==> src/rtl/fetch_pkg.sv <==
// Shared types and sizing helpers for the fetch PC generator and its BTB.
package fetch_pkg;

  typedef logic [31:0] pc_t;

  localparam pc_t RESET_PC  = 32'h0000_0060;
  // Tag field is sized for the smallest BTB so any BTB_IDX fits; unused upper bits stay zero.
  localparam int  TAG_MAX_W = 30;

  typedef struct packed {
    logic                 valid;
    logic [TAG_MAX_W-1:0] tag;
    logic [29:0]          target;
  } btb_entry_t;

  function automatic int btb_entries(int btb_idx);
    return 1 << btb_idx;
  endfunction

  function automatic int btb_tag_w(int btb_idx);
    return 30 - btb_idx;
  endfunction

endpackage

==> src/rtl/fetch_pc_gen_btb_array.sv <==
// Direct-mapped BTB storage: registered read with enable, write port with
// same-index bypass, valid bits cleared asynchronously by reset.
module btb_array
  import fetch_pkg::*;
#(
  parameter int IDX_W = 6
) (
  input  logic             clk,
  input  logic             rst,
  input  logic             rd_en,
  input  logic [IDX_W-1:0] rd_idx,
  output btb_entry_t       rd_entry,
  input  logic             wr_en,
  input  logic [IDX_W-1:0] wr_idx,
  input  btb_entry_t       wr_entry
);

  localparam int ENTRIES = btb_entries(IDX_W);

  logic [ENTRIES-1:0]   valid_q;
  logic [TAG_MAX_W-1:0] tag_mem [ENTRIES];
  logic [29:0]          tgt_mem [ENTRIES];

  always_ff @(posedge clk or posedge rst) begin
    if (rst) begin
      valid_q <= '0;
    end else if (wr_en) begin
      valid_q[wr_idx] <= wr_entry.valid;
    end
  end

  always_ff @(posedge clk) begin
    if (wr_en) begin
      tag_mem[wr_idx] <= wr_entry.tag;
      tgt_mem[wr_idx] <= wr_entry.target;
    end
  end

  // A write landing on the index being read wins, so an update is seen by the fetch in flight.
  always_ff @(posedge clk or posedge rst) begin
    if (rst) begin
      rd_entry <= '0;
    end else if (rd_en) begin
      if (wr_en && (wr_idx == rd_idx)) begin
        rd_entry <= wr_entry;
      end else begin
        rd_entry <= '{valid: valid_q[rd_idx], tag: tag_mem[rd_idx], target: tgt_mem[rd_idx]};
      end
    end
  end

endmodule

==> src/rtl/fetch_pc_gen.sv <==
// Two-slot fetch PC generator (F1 = pc_out, F2 = if_*) steered by BHT prediction
// plus an integrated BTB; EX redirects arriving under stall are held in a pending register.
module fetch_pc_gen
  import fetch_pkg::*;
#(
  parameter int  BTB_IDX  = 6,
  parameter pc_t RESET_PC = fetch_pkg::RESET_PC
) (
  input  logic        clk,
  input  logic        rst,
  input  logic        stall,
  input  logic        prediction,
  input  logic        redirect,
  input  logic [31:0] redirect_pc,
  input  logic        upd_valid,
  input  logic [31:0] upd_pc,
  input  logic [31:0] upd_target,
  output logic [31:0] pc_out,
  output logic [31:0] if_pc,
  output logic        if_valid,
  output logic        if_pred_taken,
  output logic [31:0] if_pred_target
);

  localparam int TAG_W = btb_tag_w(BTB_IDX);

  pc_t         pc_f2;
  logic        v_f2;
  logic        pend_q;
  logic [29:0] pend_pc_q;

  pc_t         pc_n;
  pc_t         pc_f2_n;
  logic        v_f2_n;
  logic        pend_n;
  logic [29:0] pend_pc_n;

  btb_entry_t  rd_entry;
  btb_entry_t  wr_entry;
  logic        kill;
  logic        btb_hit;
  logic        pred_taken;
  logic        unused_bits;

  btb_array #(.IDX_W(BTB_IDX)) u_btb (
    .clk      (clk),
    .rst      (rst),
    .rd_en    (~stall),
    .rd_idx   (pc_out[BTB_IDX+1:2]),
    .rd_entry (rd_entry),
    .wr_en    (upd_valid),
    .wr_idx   (upd_pc[BTB_IDX+1:2]),
    .wr_entry (wr_entry)
  );

  assign wr_entry = '{valid: 1'b1, tag: TAG_MAX_W'(upd_pc[31 -: TAG_W]), target: upd_target[31:2]};

  assign kill       = redirect | pend_q;
  assign btb_hit    = rd_entry.valid && (rd_entry.tag == TAG_MAX_W'(pc_f2[31 -: TAG_W]));
  assign pred_taken = v_f2 & prediction & btb_hit & ~kill;

  assign if_pc          = pc_f2;
  assign if_valid       = v_f2 & ~kill;
  assign if_pred_taken  = pred_taken;
  assign if_pred_target = pred_taken ? {rd_entry.target, 2'b00} : 32'd0;

  assign unused_bits = ^{redirect_pc[1:0], upd_pc[1:0], upd_target[1:0]};

  always_comb begin
    pc_n      = pc_out;
    pc_f2_n   = pc_f2;
    v_f2_n    = v_f2;
    pend_n    = pend_q;
    pend_pc_n = pend_pc_q;
    if (stall) begin
      if (redirect) begin
        pend_n    = 1'b1;
        pend_pc_n = redirect_pc[31:2];
      end
    end else begin
      pc_f2_n = pc_out;
      if (redirect) begin
        pc_n   = {redirect_pc[31:2], 2'b00};
        v_f2_n = 1'b0;
        pend_n = 1'b0;
      end else if (pend_q) begin
        pc_n   = {pend_pc_q, 2'b00};
        v_f2_n = 1'b0;
        pend_n = 1'b0;
      end else if (pred_taken) begin
        // The pc+4 fetch already issued becomes the single bubble.
        pc_n   = {rd_entry.target, 2'b00};
        v_f2_n = 1'b0;
      end else begin
        pc_n   = pc_out + 32'd4;
        v_f2_n = 1'b1;
      end
    end
  end

  always_ff @(posedge clk or posedge rst) begin
    if (rst) begin
      pc_out    <= {RESET_PC[31:2], 2'b00};
      pc_f2     <= '0;
      v_f2      <= 1'b0;
      pend_q    <= 1'b0;
      pend_pc_q <= '0;
    end else begin
      pc_out    <= pc_n;
      pc_f2     <= pc_f2_n;
      v_f2      <= v_f2_n;
      pend_q    <= pend_n;
      pend_pc_q <= pend_pc_n;
    end
  end

endmodule

==> config.mk <==
export PLATFORM = sky130hd
export DESIGN_NAME = fetch_pc_gen
export DESIGN_NICKNAME = d
export VERILOG_FILES = /design/src/rtl/fetch_pkg.sv /design/src/rtl/fetch_pc_gen_btb_array.sv /design/src/rtl/fetch_pc_gen.sv
export SDC_FILE = /design/constraint.sdc
export NUM_CORES = 2
export LEC_CHECK = 0
export ABC_CLOCK_PERIOD_IN_PS = 6650
export CAP_MARGIN = 30
export CORE_MARGIN = 2
export CORE_UTILIZATION = 30
export CTS_CLUSTER_SIZE = 28
export DETAILED_ROUTE_END_ITERATION = 8
export DONT_BUFFER_PORTS = 1
export GPL_TIMING_DRIVEN = 0
export PLACE_DENSITY = 0.5
export SLEW_MARGIN = 10
export SYNTH_ARGS = -nofsm -noshare
export SYNTH_HDL_FRONTEND = slang
export SYNTH_HIERARCHICAL = 1
export SYNTH_SLANG_ARGS = --single-unit
==> constraint.sdc <==
create_clock -name clk -period 6.65 [get_ports clk]
set_input_delay 1.33 -clock clk [delete_from_list [all_inputs] [get_ports clk]]
set_output_delay 1.33 -clock clk [all_outputs]
set_load 0.1 [all_outputs]
==> reports/results.ini <==
[cts]
clkLatencyLatePin_ns=1.00
postCtsHoldBufs=0
postCtsSetupRepairBufs=0
clk_path_buf_depth=4
cts_buffers=427
cts_tree=done
cts-root-buf=clkbuf_16
clkTransAtPathRegs_ns=0.06
post_cts_resized=0
htree_levels=5
cts_num_sinks=4057

[logic_synthesis]
synth-edff-count=3840
synth_adder_area_share_pct=0.008037
synth_cells=7038
muxShareOfSynthArea_pct=15.59
yosysSeqAreaShare_pct=77.56
ys_async_sr_fraction_pct=5.349
synthSimpleGateAreaFrac_pct=1.362
synth_area_leaders=edfxtp_1, mux4_2, dfrtp_1
syn_area_per_cell_um2=22.12
synth_compound_area_share_pct=3.823
yosys_warnings=66
synth_top_family_by_area=multiplexers
yosysMostFrequentCell=edfxtp_1
synth-xor-area-share_pct=0.3207
synth-main-ff-cell=edfxtp_1
synth.distinct_cells=69
synthTopCellsByCount=edfxtp_1, mux4_2, a22oi_1, a21oi_1, clkbuf_1
synth_area_leader_cell=edfxtp_1
yosys_register_bits=4057
syn_area_um2=155700
synth_top_area_share_pct=74.07

[sta]
max_slew.worst_pin.slew_ns=1.050
min_period_ns=6.277
setup_slack_ns=0.3733
finalHoldViolations=0
slew_headroom_pct=29.11
fmax_mhz=159.3
fin_crit_sh_pct=94.39
setup_tns_ns=0
slew_violations=0
setup_viol=0
rsz0062_at_grt=no
finClkSkew_ns=0.05701

[outcome]
outcome=finished, final reports clean

[power]
power_density_nw_per_um2=329.2
ir_drop_mv=0.2289
p_sw_mw=16.31
p_total_mw=61.60
power_frac_comb_pct=13.5
power.share.sequential_pct=47.7
swShare_pct=26.48
internal_power_mw=45.29
p_leak_nw=58.96
clockPowerShare_pct=38.7

[floorplan]
dieHeight_um=724.4
core_um2=516900
die-width_um=724.4
rows=264
io-pin-count=200
start_util_pct=30.11
die-area_um2=524700

[place]
dp_slack_ns=0.9305
dp_hpwl_um=357000
io_buffers=0
gp_congestion=0.8217
placed_area_um2=173000

[grt]
grt_overflow=0
grtUsageTotal_pct=18.79
antenna_found_initial=36
grt_max_degree=78
first_global_vias=81670
grt_pass1_wl_um=685200

[worst_setup_path]
reg2reg_slack_ns=1.30
startpoint_type=register
critical_path_class=register to output pin
crit_arrival_ns=4.95
cp-end-kind=output pin
worst-path-max-fanout=10
cp.required_ns=5.32

[routing]
drtIter0Drc=10460
vias=80790
routed_wl_um=502000
vias_per_cell=5.208
detail_route.wl_per_cell_um=32.36
remaining_drc_errors=0
drt-pass1-iter-count=5
antenna_left=0

[flow_run]
cap_violations=0

[hold_path]
holdCritPathClass=input port to async pin

[layout]
drive_gt1_share_pct=27.06
nets=8314
area_growth_pct=20.20
design_area_um2=187100
fillCellCount=47200
final_util_pct=36.20

sequential cells by signal (all words and copies together) (netlist names):
| name | flops |
|---|---|
| u_btb/tag_mem | 1920 |
| u_btb/rd_entry | 61 |
| if_pc | 30 |
| v_f2 | 1 |
| pc_out | 30 |
| pend_q | 1 |
| u_btb/valid_q | 64 |
| pend_pc_q | 30 |
| u_btb/tgt_mem | 1920 |
final cells by class:
| class | count | area, um2 | area share (%) |
|---|---|---|---|
| Antenna cell | 21 | 52.55 | 0.02808 |
| Timing Repair Buffer | 348 | 6713 | 3.587 |
| Multi-Input combinational cell | 2930 | 34850 | 18.62 |
| Clock inverter | 243 | 2633 | 1.407 |
| Tap cell | 6916 | 8653 | 4.624 |
| Sequential cell | 4057 | 120700 | 64.53 |
| Inverter | 17 | 73.82 | 0.03945 |
| Buffer | 430 | 2036 | 1.088 |
| Clock buffer | 552 | 11370 | 6.075 |
final timing paths:
check	from	to	cells past startpoint
max reg2reg	pc_out[4]	u_btb/rd_entry[3]	9
min reg2reg	u_btb/valid_q[36]	u_btb/valid_q[36]	1
min	rst	u_btb/valid_q[38]	1
max	if_pc[11]	if_pred_target[27]	8
min in group clk	upd_target[4]	u_btb/tgt_mem[36][2]	0
max in group asynchronous	rst	u_btb/rd_entry[14]	2
placed cells by master, fill, tap and decap left out, types with 28 or more instances in the layout:
cell type  count
edfxtp_1    3840
mux4_2       992
clkbuf_16    430
a22oi_1      420
conb_1       398
clkbuf_1     324
a21oi_1      258
dfrtp_1      212
buf_12       205
mux2_2       133
buf_2        110
nand2_1       90
clkinv_1      88
nor2_1        83
clkinv_2      78
buf_16        67
nor2_4        62
a31oi_1       59
o41ai_1       53
buf_1         52
xnor2_1       46
buf_6         42
mux2i_1       42
bufinv_16     39
and2_1        34
buf_4         30
nand3_1       28
worst max-delay path, stage by stage (launching register included):
cell and delay, ns:
dfrtp_1 0.78, xnor2_1 0.74, nand4_1 0.16, nor2_1 0.21
nand3_1 0.15, buf_2 0.29, inv_1 0.19, buf_2 0.56
and2_1 0.87
power groups by stage:
stage | Clock (mW) | Combinational, mW | Sequential, mW
finish | 23.9 | 8.35 | 29.4
global route | 25.3 | 8.72 | 29.4
CTS | 24.3 | 8.39 | 29.4
detailed placement | 0 | 8.36 | 30.0
global placement | 0 | 7.68 | 30.2
floorplan | 0 | 4.65 | 29.6
metal layers:
| layer | routed length (um) | GRT usage [%] |
|---|---|---|
| met1 | 207300 | 25.85 |
| met2 | 235500 | 29.97 |
| met3 | 39420 | 3.331 |
| met4 | 19750 | 6.800 |
| met5 | 31 | 0 |
stage by stage:
step	cells	hold slack (ns)
after global routing	15500	0.2072
after floorplan	7434	0.4706
after detailed placement	14700	0.4912
final	15510	0.2076
after global placement	14350	0.4817
after CTS	15490	0.1471
cell families (layout without fill, tap and decap cells):
| kind of cell | after synthesis | in the layout |
|---|---|---|
| AOI/OAI and AO/OA | 875 | 875 |
| xor gates and xnor gates | 57 | 57 |
| adders and majority gates | 1 | 1 |
| buffers and inverters | 447 | 1590 |
| DFF | 4057 | 4057 |
| muxes | 1168 | 1168 |
| other | 2 | 419 |
| and+or+nand+nor | 431 | 431 |
No activity file was read; power rests on OpenSTA's default activity.
